## config.mk

```make
export PLATFORM = sky130hd
export DESIGN_NAME = fp_normalize_round
export DESIGN_NICKNAME = d
export VERILOG_FILES = /design/src/rtl/fp_normalize_round.sv
export SDC_FILE = /design/constraint.sdc
export NUM_CORES = 1
export LEC_CHECK = 0
export CAP_MARGIN = 0
export CORE_ASPECT_RATIO = 0.5
export CORE_MARGIN = 2
export CORE_UTILIZATION = 58
export CTS_CLUSTER_DIAMETER = 50
export DETAILED_ROUTE_END_ITERATION = 7
export PLACE_DENSITY = 0.85
export SYNTH_ARGS = -nofsm -noshare
export SYNTH_HDL_FRONTEND = slang
export SYNTH_SLANG_ARGS = --single-unit
export TNS_END_PERCENT = 5
```

## constraint.sdc

```tcl
create_clock -name clk -period 6.8 [get_ports clk]
set_clock_uncertainty 0.1 [all_clocks]
set_input_delay 2.04 -clock clk [delete_from_list [all_inputs] [get_ports clk]]
set_output_delay 2.04 -clock clk [all_outputs]
set_load 0.01 [all_outputs]
```

## src/rtl/fp_normalize_round.sv

```systemverilog
// Normalizes and rounds a raw single-precision adder/multiplier result, then packs it into IEEE-754.
// Multi-cycle: one left shift per cycle for leading-zero normalization, round-to-nearest-even, saturating pack.
module fp_normalize_round (
    input  logic        clk,
    input  logic        rst_n,
    input  logic        start,
    input  logic        sign_in,
    input  logic [7:0]  exp_in,
    input  logic [26:0] mant_in,
    output logic [31:0] result,
    output logic        done,
    output logic        busy,
    output logic        overflow,
    output logic        underflow
);

    typedef enum logic [2:0] {
        IDLE,
        CHECK,
        SHIFT_L,
        ROUND,
        PACK,
        DONE
    } stateT;

    stateT              state;
    stateT              stateNext;
    logic               signReg;
    logic               signNext;
    // Signed and two bits wider than the IEEE field so shift-driven underflow and carry-driven overflow stay visible.
    logic signed [9:0]  expReg;
    logic signed [9:0]  expNext;
    logic [26:0]        mantReg;
    logic [26:0]        mantNext;
    logic [31:0]        resultNext;
    logic               overflowNext;
    logic               underflowNext;

    logic               roundUp;
    logic [24:0]        roundSum;

    // Nearest-even: lsb = mant[2], guard = mant[1], sticky = mant[0].
    assign roundUp  = mantReg[1] & (mantReg[0] | mantReg[2]);
    assign roundSum = {1'b0, mantReg[25:2]} + {24'd0, roundUp};

    assign busy = (state == CHECK) || (state == SHIFT_L) || (state == ROUND) || (state == PACK);
    assign done = (state == DONE);

    always_comb begin
        // NOTE: every variable gets a default first so no path leaves one unassigned and infers a latch.
        stateNext     = state;
        signNext      = signReg;
        expNext       = expReg;
        mantNext      = mantReg;
        resultNext    = result;
        overflowNext  = overflow;
        underflowNext = underflow;

        case (state)
            IDLE: begin
                if (start) begin
                    signNext  = sign_in;
                    expNext   = {2'b00, exp_in};
                    mantNext  = mant_in;
                    stateNext = CHECK;
                end
            end

            CHECK: begin
                if (mantReg == 27'd0) begin
                    stateNext = PACK;
                end else if (mantReg[26]) begin
                    // Carry: shift right once, folding the dropped guard into sticky.
                    mantNext  = {1'b0, mantReg[26:2], mantReg[1] | mantReg[0]};
                    expNext   = expReg + 10'sd1;
                    stateNext = ROUND;
                end else if (mantReg[25]) begin
                    stateNext = ROUND;
                end else begin
                    stateNext = SHIFT_L;
                end
            end

            SHIFT_L: begin
                mantNext = {mantReg[25:0], 1'b0};
                expNext  = expReg - 10'sd1;
                // Old bit 24 becomes the hidden bit after this shift.
                if (mantReg[24]) begin
                    stateNext = ROUND;
                end
            end

            ROUND: begin
                if (roundSum[24]) begin
                    mantNext[25:2] = 24'h800000;
                    expNext        = expReg + 10'sd1;
                end else begin
                    mantNext[25:2] = roundSum[23:0];
                end
                stateNext = PACK;
            end

            PACK: begin
                if (mantReg == 27'd0) begin
                    resultNext    = {signReg, 31'd0};
                    overflowNext  = 1'b0;
                    underflowNext = 1'b0;
                end else if (expReg >= 10'sd255) begin
                    resultNext    = {signReg, 8'hFF, 23'd0};
                    overflowNext  = 1'b1;
                    underflowNext = 1'b0;
                end else if (expReg <= 10'sd0) begin
                    resultNext    = {signReg, 31'd0};
                    overflowNext  = 1'b0;
                    underflowNext = 1'b1;
                end else begin
                    resultNext    = {signReg, expReg[7:0], mantReg[24:2]};
                    overflowNext  = 1'b0;
                    underflowNext = 1'b0;
                end
                stateNext = DONE;
            end

            DONE: begin
                // Holding start high must not relaunch; a low cycle re-arms IDLE.
                if (!start) begin
                    stateNext = IDLE;
                end
            end

            default: begin
                stateNext = IDLE;
            end
        endcase
    end

    // NOTE: sequential state uses non-blocking assignments so every register samples pre-edge values.
    always_ff @(posedge clk or negedge rst_n) begin
        if (!rst_n) begin
            // NOTE: the working registers are reset too, so a reset mid-operation leaves no stale datapath state.
            state     <= IDLE;
            signReg   <= 1'b0;
            expReg    <= 10'sd0;
            mantReg   <= 27'd0;
            result    <= 32'd0;
            overflow  <= 1'b0;
            underflow <= 1'b0;
        end else begin
            state     <= stateNext;
            signReg   <= signNext;
            expReg    <= expNext;
            mantReg   <= mantNext;
            result    <= resultNext;
            overflow  <= overflowNext;
            underflow <= underflowNext;
        end
    end

endmodule

```

==> run_results.csv, run 1 <==
group,metric,value,unit
route,drt_iter0_drc,494,
synth,synth_enable_flop_cells,0,
route,wirelength,13.2,mm
synth,synth_nets,568,
power_and_ir_drop,switchingPower,1340,µW
power_and_ir_drop,power_density,542,nW/µm²
route,drt_pass1_iterations,5,
synth,synth_fa_ha_area_share,0.814,%
global_routing,overflow,0,
timing,holdWs,0.387,ns
final_layout,drive_above_1_share,7.71,%
timing,min_period_over_period,66.0,%
timing,fin_tns_setup,0,ns
clock_network,cts-root-buf,"clkbuf_16",
worst_setup_path,path_max_fanout,50,
synth,synthDistinctLibCells,65,
power_and_ir_drop,power.share.combinational,51.1,%
worst_setup_path,endpoint_kind,"output port",
worst_setup_path,crit_type,"flop to output port",
clock_network,cts_tree,"yes",
die,die-area,8720,µm²
timing,worst_pin_slew,1.22,ns
synth,syn_area,4610,µm²
clock_network,insertion_delay,0.34,ns
power_and_ir_drop,irDropWorstVdd,0.257,mV
die,row_count,22,
clock_network,cts_htree_levels,3,
flow_run,drv_cap,0,
synth,synth_top_area_cell,"dfrtp_1",
worst_setup_path,worstPathRequired,4.66,ns
synth,synthTopCellsByArea,"dfrtp_1 (41%), o21ai_0 (6.0%), a22o_1 (4.6%), a21oi_1 (3.8%), nand2_1 (3.2%)",
clock_network,ctsHoldBuffers,0,
synth,synth_compound_area_share,33.9,%
route,vias_per_cell,6.83,
clock_network,cts_setup_buffers,0,
worst_setup_path,crit_arrival,2.35,ns
clock_network,cts.sinks,75,
placed_design,finalWeightedCongestion,0.934,
synth,synthXorXnorAreaFrac,0.760,%
global_routing,grt_pass1_wl,21.1,mm
timing,finalHoldViolCount,0,
synth,synth_top_family_by_area,"compound AO/OA/AOI/OAI gates",
global_routing,antenna_found_initial,0,
power_and_ir_drop,p_sw_share,43.6,%
placed_design,hpwl,8.36,mm
synth,synth-async-reset-ratio,100,%
synth,synth-main-ff-cell,"dfrtp_1",
route,vias,4640,
die,die_h,67.0,µm
status,outcome,"complete, no violations",
route,post_drt_wl_per_cell,19.4,µm
final_layout,fin_nets,608,
worst_setup_path,critPathLaunchType,"flop",
power_and_ir_drop,p_leak,0.00224,µW
timing,relSlewSlack,18.6,%
global_routing,grt_use_total,31.5,%
power_and_ir_drop,p_clk_share,17.7,%
worst_setup_path,rrSetupSlack,3.09,ns
power_and_ir_drop,sequentialPowerShare,31.2,%
synth,yosys_warnings,0,
synth,synth_mux_area_share,1.17,%
final_layout,diodes,0,
timing,post-route-min-period,4.49,ns
synth,ys_ff_latch,75,
clock_network,cts_resized,0,
timing,finalSetupViolCount,0,
route,final_antenna_net_count,0,
synth,syn-instance-count,526,
synth,ys_seq_area_share,40.7,%
die,start_util,61.4,%
route,drc,0,
clock_network,clock_path_buffers,2,
timing,max_freq,0.223,GHz
min_path,hp-class,"flop to flop",
die,core-area,7510,µm²
power_and_ir_drop,p_int,1740,µW
clock_network,path_clk_slew,0.06,ns
final_layout,area_delta_synth_final,23.1,%
power_and_ir_drop,power,3080,µW
synth,yosys.area_share.simple,16.4,%
global_routing,first_global_vias,4185,
die,die_width,130,µm
synth,avgSynthCellArea,8.77,µm²
final_layout,final_cell_count_no_fill,679,
synth,synth_top_area_share,40.7,%
clock_network,cts_buffers,9,
global_routing,grt_max_degree,76,
timing,rsz0062_at_grt,"no",
placed_design,dp.cells,663,
placed_design,port_buffers,74,
final_layout,n_fill_cell,544,
die,io-pin-count,75,
timing,drv_slew,0,
## Yosys cell counts (4+ instances only)
library cell / instances
dfrtp_1: 75
o21ai_0: 55
nand2_1: 39
clkbuf_1: 37
a21oi_1: 35
nor2_1: 26
a22o_1: 24
inv_1: 21
o22ai_1: 16
nand3_1: 15
nor3_1: 13
nor4_1: 10
nand4_1: 9
a2bb2oi_1: 8
buf_2: 8
a221o_1: 7
a31oi_1: 7
nand2b_1: 7
o211ai_1: 6
a311oi_1: 5
and3_1: 5
o31a_1: 5
a211oi_1: 4
a21o_1: 4
a22oi_1: 4
o2bb2ai_1: 4
o311a_1: 4
xnor2_1: 4
## path summary, 6_finish.rpt
check	from	cells after the start	end
setup / recovery	state[1]	4	busy
hold / removal	overflow	1	overflow
setup reg to reg	mantReg[1]	9	expReg[8]
hold reg to reg	overflow	1	overflow
max in group asynchronous	rst_n	1	result[22]
min in group asynchronous	rst_n	1	result[8]
## area by class of cell
class / count / area [µm²] / share of cell area [%]
Timing Repair Buffer: 80 / 783 / 13.8
Multi-Input combinational cell: 379 / 2460 / 43.3
Sequential cell: 75 / 1880 / 33.1
Tap cell: 108 / 135 / 2.38
Clock inverter: 7 / 116 / 2.05
Inverter: 21 / 78.8 / 1.39
Clock buffer: 9 / 225 / 3.97
## flip-flops by register name (all words and copies together) (netlist names)
name and cells:
expReg 10, mantReg 27, overflow 1, result 32, signReg 1, state 3, underflow 1
## routing by layer
| layer | global-route usage (%) | vias to the layer above | routed length [µm] | share of wire, % |
|---|---|---|---|---|
| li1 | - | 2091 | - | - |
| met1 | 43.9 | 2236 | 5920 | 45 |
| met2 | 48.6 | 284 | 5780 | 44 |
| met3 | 7.07 | 29 | 1210 | 9.2 |
| met4 | 11.2 | 0 | 241 | 1.8 |
| met5 | 0 | - | 0 | 0 |
## per-stage QoR
step / area (µm²) / setup slack, ns / utilization [%]
3_3_place_gp: 5330 / 2.50 / 71.0
5_1_grt: 5670 / 2.17 / 75.5
4_1_cts: 5670 / 2.35 / 75.5
6_report: 5670 / 2.31 / 75.5
3_5_place_dp: 5330 / 2.42 / 71.0
2_1_floorplan: 4610 / 3.28 / -
## worst max-delay path, cell delays in order (launching register included)
cell	delay, ns
dfrtp_1	0.37
buf_4	0.28
nor2_1	0.61
xnor2_1	0.19
clkdlybuf4s50_1	0.56
## cells by family after synthesis
family / after synthesis
xor gates and xnor gates: 4
buffers and inverters: 72
adders and majority gates: 3
DFF: 75
muxes: 5
AOI/OAI and AO/OA: 223
and+or+nand+nor: 144
## layout by cell type (no fill, tap or decap), types with 6 or more instances in the layout
master	n
a21oi_1	34
a221o_1	7
a22o_1	24
a2bb2oi_1	8
a31oi_1	6
buf_4	7
clkbuf_16	9
clkdlybuf4s50_1	73
dfrtp_1	75
inv_1	21
nand2_1	39
nand2b_1	7
nand3_1	15
nand4_1	9
nor2_1	26
nor3_1	12
nor4_1	10
o211ai_1	6
o21ai_0	55
o22ai_1	16
## power by group through the flow
stage          Sequential [µW]  Clock, µW  Combinational (µW)
2_1_floorplan              838          0                1160
3_3_place_gp               946          0                1480
3_5_place_dp               953          0                1520
4_1_cts                    950        551                1550
5_1_grt                    990        571                1710
6_report                   961        544                1570
Power figures use the tool's default switching activity.
==> run 2: changes to the inputs <==
--- a/config.mk
+++ b/config.mk
@@ -8,10 +8,10 @@
 export CAP_MARGIN = 0
 export CORE_ASPECT_RATIO = 0.5
 export CORE_MARGIN = 2
-export CORE_UTILIZATION = 58
+export CORE_UTILIZATION = 49
 export CTS_CLUSTER_DIAMETER = 50
 export DETAILED_ROUTE_END_ITERATION = 7
-export PLACE_DENSITY = 0.85
+export PLACE_DENSITY = 0.76
 export SYNTH_ARGS = -nofsm -noshare
 export SYNTH_HDL_FRONTEND = slang
 export SYNTH_SLANG_ARGS = --single-unit
==> constraint.sdc (replaced) <==
create_clock -name clk -period 4.1 [get_ports clk]
set_clock_uncertainty 0.1 [all_clocks]
set_input_delay 1.23 -clock clk [delete_from_list [all_inputs] [get_ports clk]]
set_output_delay 1.23 -clock clk [all_outputs]
set_load 0.01 [all_outputs]
==> run 2 against run 1 <==
Net effect: combinational power up 64%; clock-buffer cell count rose by 1; die area is 18% higher; worst hold slack got worse by 0.00098 ns; critical path depth decreased by 1; sequential share of layout area decreased by 0.34 points.
==> run_results.csv, run 2 (same netlist as run 1, synthesis figures left out) <==
group,metric,value,unit
placed_design,port_buffers,74,
route,vias,4547,
worst_setup_path,path_max_fanout,21,
clock_network,ctsHoldBuffers,0,
route,drc,0,
route,vias_per_cell,6.55,
worst_setup_path,r2r_cells,9,
route,wirelength,13.4,mm
global_routing,grt_max_degree,76,
final_layout,top_register,"result",
timing,drv_slew,0,
global_routing,first_global_vias,4230,
min_path,hold_path_end,"overflow",
status,outcome,"complete, no violations",
die,start_util,51.7,%
min_path,min_from,"overflow",
clock_network,cts_resized,0,
min_path,holdPathStages,1,
worst_setup_path,r2r-end,"mantReg[9]",
worst_setup_path,endpoint_kind,"output port",
final_layout,drive_above_1_share,8.49,%
clock_network,cts_buffers,9,
clock_network,cts_tree,"yes",
power_and_ir_drop,power.share.combinational,50.1,%
route,drt_pass1_iterations,5,
flow_run,drv_cap,0,
route,post_drt_wl_per_cell,19.3,µm
clock_network,cts_htree_levels,3,
worst_setup_path,worstPathRequired,2.77,ns
power_and_ir_drop,p_int,2930,µW
worst_setup_path,critPathLaunchType,"flop",
worst_setup_path,rrSetupSlack,0.92,ns
final_layout,multi_input_area,2450,µm²
worst_setup_path,rr_startpoint,"mantReg[1]",
die,io-pin-count,75,
worst_setup_path,crit_type,"flop to output port",
timing,post-route-min-period,3.33,ns
worst_setup_path,crit_arrival,2.00,ns
power_and_ir_drop,power_density,899,nW/µm²
placed_design,finalWeightedCongestion,0.865,
die,die_width,141,µm
clock_network,path_clk_slew,0.06,ns
final_layout,regArea,1880,µm²
power_and_ir_drop,p_leak,0.00227,µW
timing,holdWs,0.386,ns
route,final_antenna_net_count,0,
timing,rsz0062_at_grt,"no",
final_layout,diodes,0,
timing,max_freq,0.300,GHz
die,die_h,72.6,µm
power_and_ir_drop,p_sw_share,43.2,%
min_path,hp-class,"flop to flop",
clock_network,insertion_delay,0.35,ns
global_routing,grt_use_total,26.9,%
final_layout,top_regs,"result x32, mantReg x27, expReg x10",
route,drt_iter0_drc,459,
clock_network,clock_path_buffers,2,
final_layout,n_fill_cell,769,
final_layout,area_delta_synth_final,24.3,%
timing,worst_pin_slew,1.18,ns
timing,finalHoldViolCount,0,
die,die-area,10200,µm²
power_and_ir_drop,irDropWorstVdd,0.352,mV
global_routing,antenna_found_initial,0,
placed_design,hpwl,8.76,mm
power_and_ir_drop,sequentialPowerShare,31.6,%
global_routing,grt_pass1_wl,21.9,mm
global_routing,overflow,0,
final_layout,largest_register_ffs,32,
power_and_ir_drop,p_clk_share,18.3,%
timing,fin_tns_setup,0,ns
final_layout,final_common_cell,"dfrtp_1",
timing,relSlewSlack,20.8,%
final_layout,fin_nets,614,
power_and_ir_drop,switchingPower,2230,µW
final_layout,layout_common_cells,"dfrtp_1 (75), clkdlybuf4s50_1 (73), o21ai_0 (55), nand2_1 (39), a21oi_1 (34)",
timing,min_period_over_period,81.2,%
die,row_count,24,
clock_network,cts-root-buf,"clkbuf_16",
clock_network,cts_setup_buffers,0,
clock_network,cts.sinks,75,
die,core-area,8920,µm²
timing,finalSetupViolCount,0,
-- run 2: changes by cell type in the layout (fill, tap and decap cells not counted) --
cell      before  now
inv_6          0    1
clkinv_2       2    1
buf_4          7   13
a31oi_2        1    0
clkbuf_8       0    1
a31oi_1        6    7
clkinv_4       1    0
-- run 2: area by class of cell --
type                            count  share of cell area, %
Clock inverter                      6                   1.94
Sequential cell                    75                   32.7
Timing Repair Buffer               86                   14.4
Multi-Input combinational cell    379                   42.8
Clock buffer                       10                   4.17
Tap cell                          117                   2.55
Inverter                           21                   1.37
-- run 2: worst max path at each step --
stage             start         to  slack (ns)
2_1_floorplan  state[0]       done        1.39
3_3_place_gp      start  expReg[8]        0.94
3_5_place_dp      start  expReg[8]        0.86
4_1_cts        state[0]       busy        0.80
5_1_grt        state[0]       busy        0.71
6_report       state[0]       busy        0.77
-- run 2: routing by layer --
layer,global-route usage (%),part of all wire [%],vias to the layer above
met5,0,0,-
met4,6.00,1.1,0
met3,6.30,8.4,26
met2,40.8,44,241
met1,39.5,47,2175
li1,-,-,2105
-- run 2: power by group through the flow --
stage | registers [µW] | logic [µW] | clock network, µW
finish | 1630 | 2580 | 942
global route | 1690 | 2850 | 979
CTS | 1610 | 2560 | 939
detailed placement | 1620 | 2540 | 0
global placement | 1610 | 2490 | 0
floorplan | 1390 | 1930 | 0
-- run 2: through the flow --
| stage | utilization, % | instance area [µm²] | total power (µW) | cells | worst slack (ns) |
|---|---|---|---|---|---|
| floorplan | - | 4610 | 3320 | 526 | 1.39 |
| detailed placement | 60.4 | 5380 | 4160 | 678 | 0.857 |
| finish | 64.3 | 5730 | 5150 | 694 | 0.769 |
| global route | 64.3 | 5730 | 5520 | 694 | 0.709 |
| CTS | 64.3 | 5730 | 5110 | 694 | 0.799 |
| global placement | 60.4 | 5380 | 4110 | 678 | 0.943 |
-- run 2: worst max-delay path: stages, from the launching register on --
cell and delay [ns]:
dfrtp_1 0.78, nor2_1 0.17, xnor2_1 0.16, clkdlybuf4s50_1 0.55
